==> config.mk <==
export PLATFORM = sky130hd
export DESIGN_NAME = if_id_queue
export DESIGN_NICKNAME = d
export VERILOG_FILES = /design/src/rtl/if_id_queue_pkg.sv /design/src/rtl/if_id_fifo_mem.sv /design/src/rtl/if_id_queue.sv
export SDC_FILE = /design/constraint.sdc
export NUM_CORES = 1
export LEC_CHECK = 0
export CAP_MARGIN = 10
export CORE_MARGIN = 4
export CORE_UTILIZATION = 29
export DETAILED_ROUTE_END_ITERATION = 16
export GPL_ROUTABILITY_DRIVEN = 0
export GPL_TIMING_DRIVEN = 0
export SYNTH_ARGS = -nofsm -noshare
export SYNTH_HDL_FRONTEND = slang
export SYNTH_SLANG_ARGS = --single-unit
==> constraint.sdc <==
create_clock -name clk -period 3.7 [get_ports clk]
set_input_delay 0.925 -clock clk [delete_from_list [all_inputs] [get_ports clk]]
set_output_delay 0.925 -clock clk [all_outputs]
set_load 0.01 [all_outputs]
==> src/rtl/if_id_queue_pkg.sv <==
// Shared constants for the IF/ID instruction queue.
// Reset level, bubble value and boolean literals used across the slice.
package if_id_queue_pkg;

    localparam logic        RstAsserted = 1'b0;
    localparam logic [31:0] ZeroWord    = 32'h0000_0000;
    localparam logic        True_v      = 1'b1;
    localparam logic        False_v     = 1'b0;

endpackage : if_id_queue_pkg

==> src/rtl/if_id_fifo_mem.sv <==
// DEPTH x WIDTH register array for the IF/ID queue.
// One synchronous write port at the tail, one combinational read port at the head.
module if_id_fifo_mem #(
    parameter int unsigned WIDTH = 64,
    parameter int unsigned DEPTH = 4,
    parameter int unsigned PTR_W = $clog2(DEPTH)
) (
    input  logic             clk,
    input  logic             we_i,
    input  logic [PTR_W-1:0] waddr_i,
    input  logic [WIDTH-1:0] wdata_i,
    input  logic [PTR_W-1:0] raddr_i,
    output logic [WIDTH-1:0] rdata_o
);

    // Storage is deliberately unreset; occupancy tracking makes stale data unobservable.
    logic [WIDTH-1:0] mem_q [DEPTH];

    always_ff @(posedge clk) begin
        if (we_i) begin
            mem_q[waddr_i] <= wdata_i;
        end
    end

    assign rdata_o = mem_q[raddr_i];

endmodule : if_id_fifo_mem

==> src/rtl/if_id_queue.sv <==
// IF/ID decoupling queue: DEPTH-entry in-order buffer feeding a registered {pc, inst}.
// Empty-queue bypass keeps single-cycle latency; flush discards all wrong-path work.
module if_id_queue
    import if_id_queue_pkg::*;
#(
    parameter int unsigned ADDR_W = 32,
    parameter int unsigned INST_W = 32,
    parameter int unsigned DEPTH  = 4,
    parameter int unsigned CNT_W  = $clog2(DEPTH + 1)
) (
    input  logic              clk,
    input  logic              rst,
    input  logic              rdy,
    input  logic              if_valid,
    input  logic [ADDR_W-1:0] if_pc,
    input  logic [INST_W-1:0] if_inst,
    output logic              if_ready,
    input  logic              flush,
    input  logic              id_stall,
    output logic              id_valid,
    output logic [ADDR_W-1:0] id_pc,
    output logic [INST_W-1:0] id_inst,
    output logic [CNT_W-1:0]  count
);

    localparam int unsigned PTR_W  = $clog2(DEPTH);
    localparam int unsigned DATA_W = ADDR_W + INST_W;

    logic [PTR_W-1:0]  head_q, head_d;
    logic [PTR_W-1:0]  tail_q, tail_d;
    logic [CNT_W-1:0]  count_q, count_d;
    logic              id_valid_q, id_valid_d;
    logic [ADDR_W-1:0] id_pc_q, id_pc_d;
    logic [INST_W-1:0] id_inst_q, id_inst_d;

    logic              empty;
    logic              accept;
    logic              adv;
    logic              pop;
    logic              bypass;
    logic              push;
    logic [DATA_W-1:0] wdata;
    logic [DATA_W-1:0] rdata;
    logic [ADDR_W-1:0] head_pc;
    logic [INST_W-1:0] head_inst;

    assign if_ready = (count_q < CNT_W'(DEPTH));
    assign empty    = (count_q == '0);

    assign accept = if_valid & if_ready & rdy & ~flush;
    assign adv    = rdy & ~id_stall & ~flush;
    assign pop    = adv & ~empty;
    // Bypass only when nothing is queued, so the new instruction cannot overtake older ones.
    assign bypass = adv & empty & accept;
    assign push   = accept & ~bypass;

    assign wdata                = {if_pc, if_inst};
    assign {head_pc, head_inst} = rdata;

    if_id_fifo_mem #(
        .WIDTH (DATA_W),
        .DEPTH (DEPTH),
        .PTR_W (PTR_W)
    ) u_mem (
        .clk     (clk),
        .we_i    (push),
        .waddr_i (tail_q),
        .wdata_i (wdata),
        .raddr_i (head_q),
        .rdata_o (rdata)
    );

    always_comb begin
        head_d  = head_q;
        tail_d  = tail_q;
        count_d = count_q;

        if (rdy) begin
            if (flush) begin
                head_d  = tail_q;
                count_d = '0;
            end else begin
                if (push) begin
                    tail_d = tail_q + PTR_W'(1);
                end
                if (pop) begin
                    head_d = head_q + PTR_W'(1);
                end
                case ({push, pop})
                    2'b10:   count_d = count_q + CNT_W'(1);
                    2'b01:   count_d = count_q - CNT_W'(1);
                    default: count_d = count_q;
                endcase
            end
        end
    end

    always_comb begin
        id_valid_d = id_valid_q;
        id_pc_d    = id_pc_q;
        id_inst_d  = id_inst_q;

        if (rdy) begin
            if (flush) begin
                id_valid_d = False_v;
                id_pc_d    = ADDR_W'(ZeroWord);
                id_inst_d  = INST_W'(ZeroWord);
            end else if (adv) begin
                if (pop) begin
                    id_valid_d = True_v;
                    id_pc_d    = head_pc;
                    id_inst_d  = head_inst;
                end else if (bypass) begin
                    id_valid_d = True_v;
                    id_pc_d    = if_pc;
                    id_inst_d  = if_inst;
                end else begin
                    id_valid_d = False_v;
                    id_pc_d    = ADDR_W'(ZeroWord);
                    id_inst_d  = INST_W'(ZeroWord);
                end
            end
        end
    end

    always_ff @(posedge clk) begin
        if (rst == RstAsserted) begin
            head_q     <= '0;
            tail_q     <= '0;
            count_q    <= '0;
            id_valid_q <= False_v;
            id_pc_q    <= '0;
            id_inst_q  <= '0;
        end else begin
            head_q     <= head_d;
            tail_q     <= tail_d;
            count_q    <= count_d;
            id_valid_q <= id_valid_d;
            id_pc_q    <= id_pc_d;
            id_inst_q  <= id_inst_d;
        end
    end

    assign id_valid = id_valid_q;
    assign id_pc    = id_pc_q;
    assign id_inst  = id_inst_q;
    assign count    = count_q;

endmodule : if_id_queue
==> reports/metrics.cfg <==
[yosys]
synth.distinct_cells=38
syn_inst=671
synth_flop_cell=edfxtp_1
synth-edff-count=256
syn-num-nets=746
syn_avg_cell_area_um2=18.8
async_flop_share_pct=0
yosysSeqAreaShare_pct=72.6
ys_ff_latch=330
yosys_warnings=0
synth_area_um2=12600

[critical_path]
required_ps=4200
crit_buf_inv=4
crit_slowest_cell=clkdlybuf4s50_1
worst_setup_path_start_kind=input port
r2r_cells=10
rrSetupSlack_ps=900
crit_path_end_kind=register
crit_path_end=count[2]
reg2reg_to=count[2]
critPathKind=input port to register
path_depth=12
crit_path_cell_trace=clkdlybuf4s50_1 > buf_2 > nand2b_4 > nor3_2 > buf_2 > buf_2 > nand2_1 > fa_1 > nor2b_1 > o21ai_0 > a22oi_1 > nor2b_1
cp_max_fo=10
crit_top_cell=buf_2
worstReg2RegStart=count[2]
cpPeakStageDelay_ps=480
crit_path_start=flush
crit_family=buffers and inverters
crit_arrival_ps=3840

[flow_run]
cap_violations=0

[clock_network]
post_cts_buffers=0
cts-root-buf=clkbuf_16
cts_resized=0
cts_tree=built
numCtsBuffers=39
clkTransAtPathRegs_ps=60
cts_sinks=330
clock_latency_ps=560
holdBufCountCts=0
h-tree-depth=2
clockBufferDepth=3

[global_routing]
gr-total-overflow=0
grt_max_degree=45
grt_util_all_layers_pct=13.4
grt_pass1_vias=7452
antenna_found_initial=4
grt_pass1_wl_mm=47.6

[cells_and_area]
fillers=4072
multiInputGateArea_um2=3160
post-route-util_pct=37.4
final_layout_size_suffix_gt1_share_pct=18.2
num_antenna_cells=0
finalNetCount=927
regArea_um2=9170
synthToLayoutAreaGrowth_pct=27.4

[timing]
setup_tns_ps=0
drv_slew=0
finalCriticalPeriod_ps=3340
fin_ws_ps=360
finalCritPeriodShare_pct=90.3
tightest_slew_ps=814
setup_viol=0
max_freq_ghz=0.299
hold_violations=0
skew_ps=12.4
slew_headroom_pct=45.7
grt_setup_unrepaired=no

[floorplanning]
die_area_um2=47000
die_y_um=217
design.core.area_um2=43100
die_x_um=217
initial_core_util_pct=29.3
row_count=76
io_pins=139

[detailed_routing]
drtIter0Drc=409
viasPerCell=4.81
drtPass1Iterations=4
drc=0
drt-total-wl_mm=31.7
vias=7064
wl_per_cell_um=21.6
postRouteAntennaNets=0

[place]
place_ws_ps=-206
place.detailed.hpwl_mm=19.6
io_buffers=136

[power_and_ir_drop]
power.density_nw_per_um2=509
peakVddDrop_mv=0.287
leakagePower_nw=5.14

[worst_hold_path]
hp-start=id_pc[21]
hold_path.class=register to register

[run_status]
status=finished clean

==> registers in the layout, indices dropped and copies added, names as in the netlist, named ones only <==
| register | flops |
|---|---|
| u_mem.mem_q | 256 |
| id_pc | 32 |
| head_q | 2 |
| tail_q | 2 |
| count | 3 |
| id_inst | 32 |
| id_valid | 1 |
==> cell type report <==
cell class / instances / area share [%]
Multi-Input combinational cell: 281 / 19.7
Timing Repair Buffer: 140 / 9.10
Tap cell: 585 / 4.55
Sequential cell: 330 / 57.0
Inverter: 8 / 0.187
Clock inverter: 16 / 1.10
Clock buffer: 56 / 6.72
Buffer: 52 / 1.73
==> metrics by stage <==
stage / std cells / cell area, um2 / power (mW) / hold WS [ps]
after detailed placement: 1396 / 14800 / 4.54 / 448
after CTS: 1468 / 16100 / 8.31 / 463
final: 1468 / 16100 / 8.19 / 459
after global placement: 1392 / 14700 / 4.53 / 445
after floorplan: 671 / 12600 / 4.31 / 483
after global routing: 1468 / 16100 / 8.51 / 484
==> cell families (layout without fill, tap and decap cells) <==
logic type      after synthesis  in the layout  synth area share (%)
mux                          78             78                  12.5
flops                       330            330                  72.6
buf+inv                      60            272                  2.44
xor+xnor                      1              1                0.0694
simple gates                 84             84                  4.39
compound gates              113            113                  7.43
fa+ha+maj                     5              5                 0.555
==> layer usage <==
metal	vias up	global-route usage (%)	routed length (um)
li1	3173	-	-
met1	3653	17.3	13700
met2	184	21.9	15200
met3	46	3.98	2170
met4	8	4.25	593
met5	-	0	53
==> synth_stat cells (3+ instances only) <==
cell / count / area, um2
a211oi_1: 34 / 255
a221o_1: 20 / 200
a221oi_1: 32 / 280
a22oi_1: 3 / 22.5
and2_1: 6 / 37.5
and3_1: 22 / 138
buf_2: 25 / 125
clkbuf_1: 22 / 82.6
dfxtp_1: 74 / 1480
edfxtp_1: 256 / 7690
ha_1: 4 / 50.1
inv_1: 8 / 30.0
mux2i_1: 14 / 140
mux4_2: 64 / 1440
nand2_1: 6 / 22.5
nor2_1: 4 / 15.0
nor2b_1: 4 / 25.0
nor3b_1: 33 / 248
o21ai_0: 4 / 20.0
o2bb2ai_1: 12 / 105
==> how the worst min path moves through the flow <==
stage / end / slack, ps / depth (start not counted)
6_report: id_pc[21] / 460 / 1
5_1_grt: id_inst[18] / 480 / 1
4_1_cts: id_pc[21] / 460 / 1
3_5_place_dp: id_inst[8] / 450 / 1
3_3_place_gp: id_inst[31] / 450 / 1
2_1_floorplan: register / 480 / 2
==> power by group <==
group / leakage, nW / switching, mW / internal [mW]
registers: 2.91 / 0.0205 / 4.03
logic: 1.63 / 0.213 / 0.191
clock network: 0.607 / 1.53 / 2.20
==> placed cells by master, fill, tap and decap left out, types with 4 or more instances in the layout <==
cell type / instances
nor2b_1: 4
o21ai_0: 4
buf_2: 25
and3_1: 22
ha_1: 4
o2bb2ai_1: 12
clkbuf_16: 40
inv_1: 8
clkdlybuf4s50_1: 136
mux4_2: 64
edfxtp_1: 256
mux2i_1: 14
a221oi_1: 32
a221o_1: 20
dfxtp_1: 74
nor3b_1: 33
and2_4: 4
nand2_1: 6
a211oi_1: 34
clkinv_2: 5
clkbuf_1: 36
nor2_1: 4
Note: power is estimated with default switching activity, not from simulation.
